--- config.mk ---
export PLATFORM = sky130hd
export DESIGN_NAME = tri_64x72_ecc_fix_flat
export DESIGN_NICKNAME = d
export VERILOG_FILES = /design/src/rtl/tri_64x72_ecc_fix_pkg.sv /design/src/rtl/tri_64x72_ecc_fix_if.sv /design/src/rtl/tri_64x72_ecc_fix_gen72.sv /design/src/rtl/tri_64x72_ecc_fix.sv /design/src/flat_wrapper.sv
export SDC_FILE = /design/constraint.sdc
export NUM_CORES = 1
export LEC_CHECK = 0
export ABC_AREA = 0
export CORE_UTILIZATION = 40
export DETAILED_ROUTE_END_ITERATION = 10
export DONT_BUFFER_PORTS = 1
export SYNTH_ARGS = -nofsm -noshare
export SYNTH_HDL_FRONTEND = slang
export SYNTH_SLANG_ARGS = --single-unit
--- constraint.sdc ---
create_clock -name nclk -period 4.5 [get_ports nclk]
set_clock_uncertainty 0.15 [all_clocks]
set_input_delay 0.9 -clock nclk [delete_from_list [all_inputs] [get_ports nclk]]
set_output_delay 0.9 -clock nclk [all_outputs]
set_load 0.01 [all_outputs]
--- src/rtl/tri_64x72_ecc_fix_pkg.sv ---
// Shared SEC-DED definitions for the 64x72 GPR read-side check/correct stage:
// code position table, check-bit generator and syndrome classification.
`ifndef NCLK_WIDTH
`define NCLK_WIDTH 2
`endif

package tri_64x72_ecc_fix_pkg;
  localparam int DATA_W = 64;
  localparam int CHK_W  = 8;
  localparam int ADR_W  = 6;
  localparam int WORD_W = DATA_W + CHK_W;
  localparam int POS_W  = CHK_W - 1;

  typedef struct packed {
    logic ue;
    logic ce;
  } ecc_stat_t;

  typedef struct packed {
    logic [ADR_W-1:0]  adr;
    logic [WORD_W-1:0] word;
  } scrub_ent_t;

  // Data bit j sits at the j-th code position >= 3 that is not a power of two.
  function automatic logic [DATA_W*POS_W-1:0] build_pos_tab();
    logic [DATA_W*POS_W-1:0] tab;
    int k;
    tab = '0;
    k = 0;
    for (int n = 3; n < WORD_W; n++) begin
      if ((n & (n - 1)) != 0) begin
        tab[k*POS_W +: POS_W] = POS_W'(n);
        k++;
      end
    end
    return tab;
  endfunction

  localparam logic [DATA_W*POS_W-1:0] POS_TAB = build_pos_tab();

  function automatic logic [POS_W-1:0] pos_of(input int j);
    return POS_TAB[j*POS_W +: POS_W];
  endfunction

  function automatic logic [CHK_W-1:0] ecc_gen(input logic [DATA_W-1:0] d);
    logic [CHK_W-1:0] c;
    logic [POS_W-1:0] p;
    c = '0;
    for (int j = 0; j < DATA_W; j++) begin
      p = pos_of(j);
      for (int i = 0; i < POS_W; i++) begin
        if (p[i]) c[i] = c[i] ^ d[j];
      end
    end
    c[CHK_W-1] = ^{d, c[CHK_W-2:0]};
    return c;
  endfunction

  // Odd overall parity with a syndrome that names no bit (>71) is treated as a multi-bit error.
  function automatic ecc_stat_t classify(input logic [POS_W-1:0] s, input logic op);
    ecc_stat_t r;
    r = '0;
    if (!op) r.ue = (s != '0);
    else if (((s & (s - POS_W'(1))) == '0) || (s <= POS_W'(WORD_W - 1))) r.ce = 1'b1;
    else r.ue = 1'b1;
    return r;
  endfunction

  function automatic logic [DATA_W-1:0] flip_mask(input logic [POS_W-1:0] s, input logic op);
    logic [DATA_W-1:0] m;
    for (int j = 0; j < DATA_W; j++) m[j] = op && (s == pos_of(j));
    return m;
  endfunction
endpackage

--- src/rtl/tri_64x72_ecc_fix_if.sv ---
// Bus bundle between the array read port, the read consumer and the array write-port arbiter.
interface tri_64x72_ecc_fix_if #(
  parameter int CE_CNT_W = 8
);
  import tri_64x72_ecc_fix_pkg::*;

  logic                rd_val;
  logic [ADR_W-1:0]    rd_adr;
  logic [WORD_W-1:0]   ary_do;
  logic                arch_wr_val;
  logic [ADR_W-1:0]    arch_wr_adr;
  logic                out_val;
  logic [ADR_W-1:0]    out_adr;
  logic [DATA_W-1:0]   out_data;
  logic                out_ce;
  logic                out_ue;
  // wb_req holds the queue head stable on wb_adr/wb_data until a cycle with wb_req & wb_gnt
  // retires it; wb_gnt without wb_req is ignored, and an arch write to the head's address
  // retires it without a write.
  logic                wb_req;
  logic [ADR_W-1:0]    wb_adr;
  logic [WORD_W-1:0]   wb_data;
  logic                wb_gnt;
  logic [CE_CNT_W-1:0] ce_cnt;
  logic                ue_sticky;

  modport slave (
    input  rd_val, rd_adr, ary_do, arch_wr_val, arch_wr_adr, wb_gnt,
    output out_val, out_adr, out_data, out_ce, out_ue, wb_req, wb_adr, wb_data, ce_cnt, ue_sticky
  );

  modport master (
    output rd_val, rd_adr, ary_do, arch_wr_val, arch_wr_adr, wb_gnt,
    input  out_val, out_adr, out_data, out_ce, out_ue, wb_req, wb_adr, wb_data, ce_cnt, ue_sticky
  );
endinterface

--- src/rtl/tri_64x72_ecc_fix_gen72.sv ---
// Combinational check-bit generator for 64 data bits of the 72-bit array word.
module tri_ecc_gen72
  import tri_64x72_ecc_fix_pkg::*;
(
  input  logic [DATA_W-1:0] i_data,
  output logic [CHK_W-1:0]  o_chk
);
  assign o_chk = ecc_gen(i_data);
endmodule

--- src/rtl/tri_64x72_ecc_fix.sv ---
// SEC-DED check/correct on the GPR array read port with a 2-entry scrub writeback queue,
// a saturating correctable-error counter and a sticky uncorrectable flag.
module tri_64x72_ecc_fix
  import tri_64x72_ecc_fix_pkg::*;
#(
  parameter int NCLK_WIDTH = `NCLK_WIDTH,
  parameter int CE_CNT_W   = 8
) (
  input logic [NCLK_WIDTH-1:0] nclk,
  tri_64x72_ecc_fix_if.slave   bus
);
  logic w_clk;
  logic w_rst;
  logic w_unused;

  logic                r_s1_val;
  logic [ADR_W-1:0]    r_s1_adr;
  logic                r_out_val;
  logic [ADR_W-1:0]    r_out_adr;
  logic [DATA_W-1:0]   r_out_data;
  logic                r_out_ce;
  logic                r_out_ue;
  logic [CE_CNT_W-1:0] r_ce_cnt;
  logic                r_ue_sticky;
  scrub_ent_t          r_q [2];
  logic [1:0]          r_q_val;

  logic [DATA_W-1:0] w_rd_data;
  logic [CHK_W-1:0]  w_rd_chk;
  logic [CHK_W-1:0]  w_re_chk;
  logic [POS_W-1:0]  w_syn;
  logic              w_op;
  ecc_stat_t         w_stat;
  logic [DATA_W-1:0] w_corr;
  logic [CHK_W-1:0]  w_wb_chk;
  scrub_ent_t        w_enq_ent;
  logic              w_enq;
  logic [1:0]        w_kill;
  logic              w_pop;
  logic              w_keep0;
  logic              w_keep1;
  scrub_ent_t        w_q_nxt [2];
  logic [1:0]        w_q_val_nxt;

  assign w_clk    = nclk[0];
  assign w_rst    = nclk[1];
  assign w_unused = ^{nclk, w_re_chk[CHK_W-1]};

  assign w_rd_data = bus.ary_do[DATA_W-1:0];
  assign w_rd_chk  = bus.ary_do[WORD_W-1:DATA_W];

  tri_ecc_gen72 u_syn_gen (.i_data(w_rd_data), .o_chk(w_re_chk));

  assign w_syn  = w_re_chk[POS_W-1:0] ^ w_rd_chk[POS_W-1:0];
  assign w_op   = ^bus.ary_do;
  assign w_stat = classify(w_syn, w_op);
  // The mask is zero for every UE case, so UE results leave the raw data in place.
  assign w_corr = w_rd_data ^ flip_mask(w_syn, w_op);

  tri_ecc_gen72 u_wb_gen (.i_data(r_out_data), .o_chk(w_wb_chk));

  assign w_enq_ent = '{adr: r_out_adr, word: {w_wb_chk, r_out_data}};
  assign w_enq     = r_out_ce && !(bus.arch_wr_val && (bus.arch_wr_adr == r_out_adr));

  // Slot 0 is always the head; survivors compact toward it before the enqueue is placed.
  always_comb begin
    for (int i = 0; i < 2; i++) begin
      w_kill[i] = r_q_val[i] && bus.arch_wr_val && (r_q[i].adr == bus.arch_wr_adr);
    end
    w_pop       = r_q_val[0] && bus.wb_gnt;
    w_keep0     = r_q_val[0] && !w_kill[0] && !w_pop;
    w_keep1     = r_q_val[1] && !w_kill[1];
    w_q_nxt[0]  = r_q[0];
    w_q_nxt[1]  = r_q[1];
    w_q_val_nxt = '0;
    if (w_keep0) begin
      w_q_val_nxt[0] = 1'b1;
      w_q_val_nxt[1] = w_keep1;
    end else if (w_keep1) begin
      w_q_nxt[0]     = r_q[1];
      w_q_val_nxt[0] = 1'b1;
    end
    if (w_enq) begin
      if (!w_q_val_nxt[0]) begin
        w_q_nxt[0]     = w_enq_ent;
        w_q_val_nxt[0] = 1'b1;
      end else if (!w_q_val_nxt[1]) begin
        w_q_nxt[1]     = w_enq_ent;
        w_q_val_nxt[1] = 1'b1;
      end
    end
  end

  always_ff @(posedge w_clk) begin
    if (w_rst) begin
      r_s1_val    <= 1'b0;
      r_s1_adr    <= '0;
      r_out_val   <= 1'b0;
      r_out_adr   <= '0;
      r_out_data  <= '0;
      r_out_ce    <= 1'b0;
      r_out_ue    <= 1'b0;
      r_ce_cnt    <= '0;
      r_ue_sticky <= 1'b0;
      r_q_val     <= '0;
      for (int i = 0; i < 2; i++) r_q[i] <= '0;
    end else begin
      r_s1_val  <= bus.rd_val;
      r_s1_adr  <= bus.rd_adr;
      r_out_val <= r_s1_val;
      r_out_ce  <= r_s1_val && w_stat.ce;
      r_out_ue  <= r_s1_val && w_stat.ue;
      if (r_s1_val) begin
        r_out_adr  <= r_s1_adr;
        r_out_data <= w_corr;
      end
      if (r_s1_val && w_stat.ce && (r_ce_cnt != '1)) r_ce_cnt <= r_ce_cnt + CE_CNT_W'(1);
      if (r_s1_val && w_stat.ue) r_ue_sticky <= 1'b1;
      r_q_val <= w_q_val_nxt;
      for (int i = 0; i < 2; i++) r_q[i] <= w_q_nxt[i];
    end
  end

  assign bus.out_val   = r_out_val;
  assign bus.out_adr   = r_out_adr;
  assign bus.out_data  = r_out_data;
  assign bus.out_ce    = r_out_ce;
  assign bus.out_ue    = r_out_ue;
  assign bus.wb_req    = r_q_val[0];
  assign bus.wb_adr    = r_q[0].adr;
  assign bus.wb_data   = r_q[0].word;
  assign bus.ce_cnt    = r_ce_cnt;
  assign bus.ue_sticky = r_ue_sticky;
endmodule

--- src/flat_wrapper.sv ---
// flat-port wrapper written by rule: the top's interface ports become plain ports
module tri_64x72_ecc_fix_flat import tri_64x72_ecc_fix_pkg::*;
#(
  parameter int NCLK_WIDTH = `NCLK_WIDTH,
  parameter int CE_CNT_W   = 8
)
  (nclk, bus_rd_val, bus_rd_adr, bus_ary_do, bus_arch_wr_val, bus_arch_wr_adr, bus_wb_gnt, bus_out_val, bus_out_adr, bus_out_data, bus_out_ce, bus_out_ue, bus_wb_req, bus_wb_adr, bus_wb_data, bus_ce_cnt, bus_ue_sticky);
  tri_64x72_ecc_fix_if #(.CE_CNT_W(CE_CNT_W)) bus_i ();
  input logic [NCLK_WIDTH-1:0] nclk;
  input wire logic [$bits(bus_i.rd_val)-1:0] bus_rd_val;
  input wire logic [$bits(bus_i.rd_adr)-1:0] bus_rd_adr;
  input wire logic [$bits(bus_i.ary_do)-1:0] bus_ary_do;
  input wire logic [$bits(bus_i.arch_wr_val)-1:0] bus_arch_wr_val;
  input wire logic [$bits(bus_i.arch_wr_adr)-1:0] bus_arch_wr_adr;
  input wire logic [$bits(bus_i.wb_gnt)-1:0] bus_wb_gnt;
  output wire logic [$bits(bus_i.out_val)-1:0] bus_out_val;
  output wire logic [$bits(bus_i.out_adr)-1:0] bus_out_adr;
  output wire logic [$bits(bus_i.out_data)-1:0] bus_out_data;
  output wire logic [$bits(bus_i.out_ce)-1:0] bus_out_ce;
  output wire logic [$bits(bus_i.out_ue)-1:0] bus_out_ue;
  output wire logic [$bits(bus_i.wb_req)-1:0] bus_wb_req;
  output wire logic [$bits(bus_i.wb_adr)-1:0] bus_wb_adr;
  output wire logic [$bits(bus_i.wb_data)-1:0] bus_wb_data;
  output wire logic [$bits(bus_i.ce_cnt)-1:0] bus_ce_cnt;
  output wire logic [$bits(bus_i.ue_sticky)-1:0] bus_ue_sticky;
  assign bus_i.rd_val = bus_rd_val;
  assign bus_i.rd_adr = bus_rd_adr;
  assign bus_i.ary_do = bus_ary_do;
  assign bus_i.arch_wr_val = bus_arch_wr_val;
  assign bus_i.arch_wr_adr = bus_arch_wr_adr;
  assign bus_i.wb_gnt = bus_wb_gnt;
  assign bus_out_val = bus_i.out_val;
  assign bus_out_adr = bus_i.out_adr;
  assign bus_out_data = bus_i.out_data;
  assign bus_out_ce = bus_i.out_ce;
  assign bus_out_ue = bus_i.out_ue;
  assign bus_wb_req = bus_i.wb_req;
  assign bus_wb_adr = bus_i.wb_adr;
  assign bus_wb_data = bus_i.wb_data;
  assign bus_ce_cnt = bus_i.ce_cnt;
  assign bus_ue_sticky = bus_i.ue_sticky;
  tri_64x72_ecc_fix #(.NCLK_WIDTH(NCLK_WIDTH), .CE_CNT_W(CE_CNT_W)) u_core (.nclk(nclk), .bus(bus_i));
endmodule
; ---- Word level (Yosys, flattened, before mapping)
; Memories as Yosys holds them, arrays and structs flattened.
; Cells that the tools add are included.
[totals]
ramBits = 156
in_bits = 89
output_inout_bits = 161
n_memories = 1
regBits = 91
[classes]
n_mux = 20
order_cmp = 1
n_eq_ne = 68
addsub = 2
bitwise = 401
n_reduce_logical = 86
[mem_list]
columns = name, words, word_bits, read_ports, rd_clocked_by_memory_dff, wr, line
row1 = u_core.r_q, 2, 78, 2, 0, 2, tri_64x72_ecc_fix.sv:25  ; scrub_ent_t r_q [2];
[op_table]
columns = cell, n
row1 = two-way mux 78 bit, 7
row2 = bitwise XOR 1 bit, 396
row3 = == test 7 x 6 -> 1 bit (second input constant), 31
row4 = two-way mux 156 bit, 1
row5 = == test 7 x 5 -> 1 bit (second input constant), 15
row6 = logical AND 1 bit, 77
row7 = XOR reduction 72 bit, 1
row8 = XOR reduction 71 bit, 1
row9 = bitwise XOR 64 bit, 1
row10 = == test 7 x 4 -> 1 bit (second input constant), 7
row11 = == test 7 bit (second input constant), 7
row12 = == test 7 x 3 -> 1 bit (second input constant), 3
row13 = == test 6 bit, 3
row14 = two-way mux 1 bit, 11
row15 = adder 8 x 1 -> 8 bit (second input constant), 1
row16 = != test 8 bit (second input constant), 1
row17 = AND 7 bit, 1
row18 = == test 7 x 2 -> 1 bit (second input constant), 1
row19 = <= comparator 7 bit (second input constant), 1
row20 = zero test 7 bit, 1
row21 = nonzero test 7 bit, 1
row22 = subtractor 7 x 1 -> 7 bit (second input constant), 1
row23 = bitwise XOR 7 bit, 1
row24 = zero test 1 bit, 4
row25 = other kinds (3), 4

; ---- Longest topological paths before layout
[logic_depth]
depth_word = 43
depth_mapped = 11

; ---- Cells and area by module
; From an unflattened synthesis, not the netlist that was laid out.
[unflattened]
cells_unflattened = 1579
hier_area_um2 = 14606.5
[modules_own_cells]
columns = module, instances, area_each_um2, cells_each, seq_area_each_um2
row1 = tri_64x72_ecc_fix, 1, 11731.3, 1353, 4944.7
row2 = tri_ecc_gen72, 2, 1437.6, 113, 0.0

; ---- Worst setup path before layout
; OpenSTA, ideal clock, no wires.
[synth_path]
path_type = input -> register
startpoint = input port bus_ary_do[33]
endpoint = register u_core.r_out_data[25] (netlist: u_core.bus.out_data[25])
setup_slack_ns = 0.575
setup_time_ns = 0.091
stages = 9
arrival_time_ns = 3.684
required_time_ns = 4.259
cell_sequence = xnor2_1 -> xnor3_2 -> xnor3_1 -> xnor2_1 -> xnor3_1 -> or4b_4 -> buf_6 -> or3_1 -> a311oi_1
[synth_between]
elab_chain_cells = 28
elab_cells_between_ends = 45
classes_between = 1 x eq/ne / 42 x bitwise / 2 x reduce/logical
[synth_rtl]
columns = element, line
row1 = from (decl), flat_wrapper.sv:12  ; input wire logic [$bits(bus_i.ary_do)-1:0] bus_ary_do;
row2 = bitwise XOR 1 bit (24 in series), tri_64x72_ecc_fix_pkg.sv:52  ; if (p[i]) c[i] = c[i] ^ d[j];
row3 = bitwise XOR 7 bit, tri_64x72_ecc_fix.sv:54  ; assign w_syn = w_re_chk[POS_W-1:0] ^ w_rd_chk[POS_W-1:0];
row4 = == test 7 x 5 -> 1 bit, tri_64x72_ecc_fix_pkg.sv:71  ; for (int j = 0; j < DATA_W; j++) m[j] = op && (s == pos_of(j));
row5 = logical AND 1 bit *, tri_64x72_ecc_fix_pkg.sv:71
row6 = bitwise XOR 64 bit *, tri_64x72_ecc_fix.sv:58  ; assign w_corr = w_rd_data ^ flip_mask(w_syn, w_op);
row7 = to (signal assigned), tri_64x72_ecc_fix.sv:115  ; r_out_data <= w_corr;
row8 = to (decl), tri_64x72_ecc_fix.sv:20  ; logic [DATA_W-1:0] r_out_data;
; Mark *: on every way between the ends. The rest lies on a longest branch, timed or not.
; A chain may end at the register's enable or synchronous reset.

; ---- Worst setup path after layout
[layout_path]
startpoint = input port bus_ary_do[10]
endpoint = register u_core.r_out_data[9] (netlist: u_core.bus.out_data[9])
[layout_between]
elab_chain_cells = 33
elab_cells_between_ends = 117
classes_between = 1 x eq/ne / 114 x bitwise / 2 x reduce/logical
[layout_rtl]
columns = element, line
row1 = bitwise XOR 1 bit (29 in series), tri_64x72_ecc_fix_pkg.sv:52
row2 = bitwise XOR 7 bit, tri_64x72_ecc_fix.sv:54
row3 = == test 7 x 4 -> 1 bit, tri_64x72_ecc_fix_pkg.sv:71
row4 = logical AND 1 bit *, tri_64x72_ecc_fix_pkg.sv:71
row5 = bitwise XOR 64 bit *, tri_64x72_ecc_fix.sv:58
; Marked as above.

==> flow_summary.ini <==
[logic_synthesis]
postSynth.asyncResetShare_pct = 0
synthMostInstantiatedCell = dfxtp_1
synth_warnings = 0
syn_nets = 1610
syn-mean-instance-area_um2 = 9.097
synth_edf_count = 0
ys.flop_type = dfxtp_1
yosysTopAreaCellShare_pct = 35.83
synth_commonest_cells = dfxtp_1, xnor2_1, nor2_1
syn_inst = 1517
netlist_area_um2 = 13800
synth_largest_area_cell = dfxtp_1
synth-seq-cells = 247
seq_area_frac_synth_pct = 35.83
synthTopCellsByArea = dfxtp_1, xnor2_1, xnor3_1, mux2i_1, nor2_1
yosysUniqueCellTypes = 43

[sta]
hold_violations = 246
timing.setup.tns_ps = 0
worst_pin_slew_ps = 1039
slew-limit-headroom_pct = 30.03
whs_ps = -125.8
rsz0062_at_grt = false
setup_viol = 0
max_freq_mhz = 265.6
post-route-period-util_pct = 83.66
layout_min_cycle_time_ps = 3765
slew_viol_final = 0

[clocking]
worstSkewPairLatency_ps = 550
cts_tree = done
holdBufCountCts = 0
path_clk_slew_ps = 70
cts_setup_buffers = 0
cts.sinks = 247
ctsResizeCount = 0

[placement]
port_buffers = 0
gp_congestion = 0.9019
dp_hpwl_mm = 30.21
dp.cells = 1822

[routing]
ant_nets = 0
dr.pass1.iters = 7
wirelength_mm = 44.64
viasPerCell = 5.517
avgRoutedWirePerCell_um = 22.32
drtIter0Drc = 696
drcViolationCount = 0
vias = 11033

[setup_path]
crit_fanout = 8
r2r_slack_ps = 1210
cp.required_ps = 4790
arrival_ps = 4050
worst-r2r-cell-count = 8
endpoint_kind = flop
critical_path_class = in -> reg
cp-start-kind = input pin

[layout]
syn2layout_area_growth_pct = 21.36
diodes = 0
multiInputGateArea_um2 = 7883
nFillCells = 3068
finish.utilization_pct = 49.70
final_nets = 1573
drive_gt1_share_pct = 10.89
layout.cells.non_filler = 2000
seq_area_um2 = 4949

[floorplan]
start_util_pct = 40.95
die_w_um = 187.7
core-area_um2 = 33700
die_h_um = 187.7
design.die.area_um2 = 35250
fp-row-count = 67
pin_count = 250

[global_route]
grt_pass1_vias = 12477
antenna_found_initial = 1
grt_pass1_wl_mm = 66.96
grt_max_degree = 143
track_usage_pct = 25.52
grt-ovfl-total = 0

[min_path]
holdCritPathClass = clk -> reg
min_path_cells = 5

[power_and_ir_drop]
peakVddDrop_mv = 1.085
power_leakage_nw = 6.030
powerDensity_nw_per_um2 = 1101

[outcome]
violations = hold timing
status = finished with violations

[flow_run]
max-cap-violations = 0
## path summary, 6_finish.rpt
kind	end	from
worst max-delay path	u_core.bus.out_data[9]	bus_ary_do[10]
worst min-delay path	u_core.bus.ue_sticky	nclk[1]
worst max register to register	u_core.r_q[0][71]	u_core.bus.out_data[3]
worst min register to register	u_core.r_q[0][137]	u_core.r_q[0][137]
## final cells by class
| class | count | area share, % |
|---|---|---|
| tap | 448 | 3.347 |
| inverter | 4 | 0.08965 |
| multi-input combinational | 1090 | 47.07 |
| clock buffer | 158 | 16.86 |
| timing repair buffer | 31 | 1.688 |
| sequential | 247 | 29.55 |
| clock inverter | 22 | 1.397 |
## worst max-delay path, cell delays in order
cell	delay [ps]
xnor2_1	280
xnor3_1	390
xnor3_1	390
xnor3_1	290
xnor2_1	490
nand3_1	490
or3_1	510
a311oi_1	310
## report_power, final
group	leakage (nW)	total, W	internal [W]	switching (W)
Combinational	2.20	0.00738	0.00354	0.00384
Sequential	2.01	0.00365	0.00269	0.000967
Clock	1.83	0.00740	0.00475	0.00265
Total	6.03	0.0184	0.0110	0.00746
## cell families (layout without fill, tap and decap cells)
kind of cell | after synthesis | in the layout | share of synthesized area (%)
and+or+nand+nor | 438 | 438 | 14.04
AOI/OAI and AO/OA | 299 | 299 | 14.19
xor gates and xnor gates | 265 | 265 | 22.30
DFF | 247 | 247 | 35.83
buffers and inverters | 180 | 215 | 7.181
muxes | 84 | 84 | 6.093
adders and majority gates | 4 | 4 | 0.3627
## state kept, by name, summed over array words and instances (netlist names), 2 cells and up
name and flops:
u_core.bus.out_adr 6, u_core.r_q_val 2, u_core.bus.ce_cnt 8, u_core.bus.out_data 64, u_core.r_s1_adr 6, u_core.r_q 156
## stage by stage
stage / total power (W) / setup WS, ps / area [µm²]
final: 0.01843 / 735.4 / 16750
after detailed placement: 0.01151 / 349.7 / 13700
after global routing: 0.01941 / 521.9 / 16750
after floorplan: 0.01055 / 575.5 / 13800
after global placement: 0.01140 / 354.6 / 13700
after CTS: 0.01861 / 752.4 / 16750
## placed cells by master, fill, tap and decap left out, types with 27 or more instances in the layout
| cell | n |
|---|---|
| a21oi_1 | 80 |
| dfxtp_1 | 246 |
| xnor2_1 | 173 |
| clkbuf_1 | 51 |
| nor2_1 | 161 |
| nand2_1 | 159 |
| clkbuf_16 | 103 |
| o21ai_0 | 68 |
| or3_1 | 64 |
| buf_4 | 27 |
| a211oi_1 | 78 |
| a311oi_1 | 65 |
| xor2_1 | 36 |
| xnor3_1 | 49 |
| mux2i_1 | 84 |
## per-layer routing
layer	vias up	track usage (%)	part of all wire, %
met3	99	15.33	12
met5	-	0	0
met1	5189	27.97	41
met4	0	21.61	3.1
met2	523	34.73	44
li1	5222	-	-
Power figures use the tool's default switching activity.
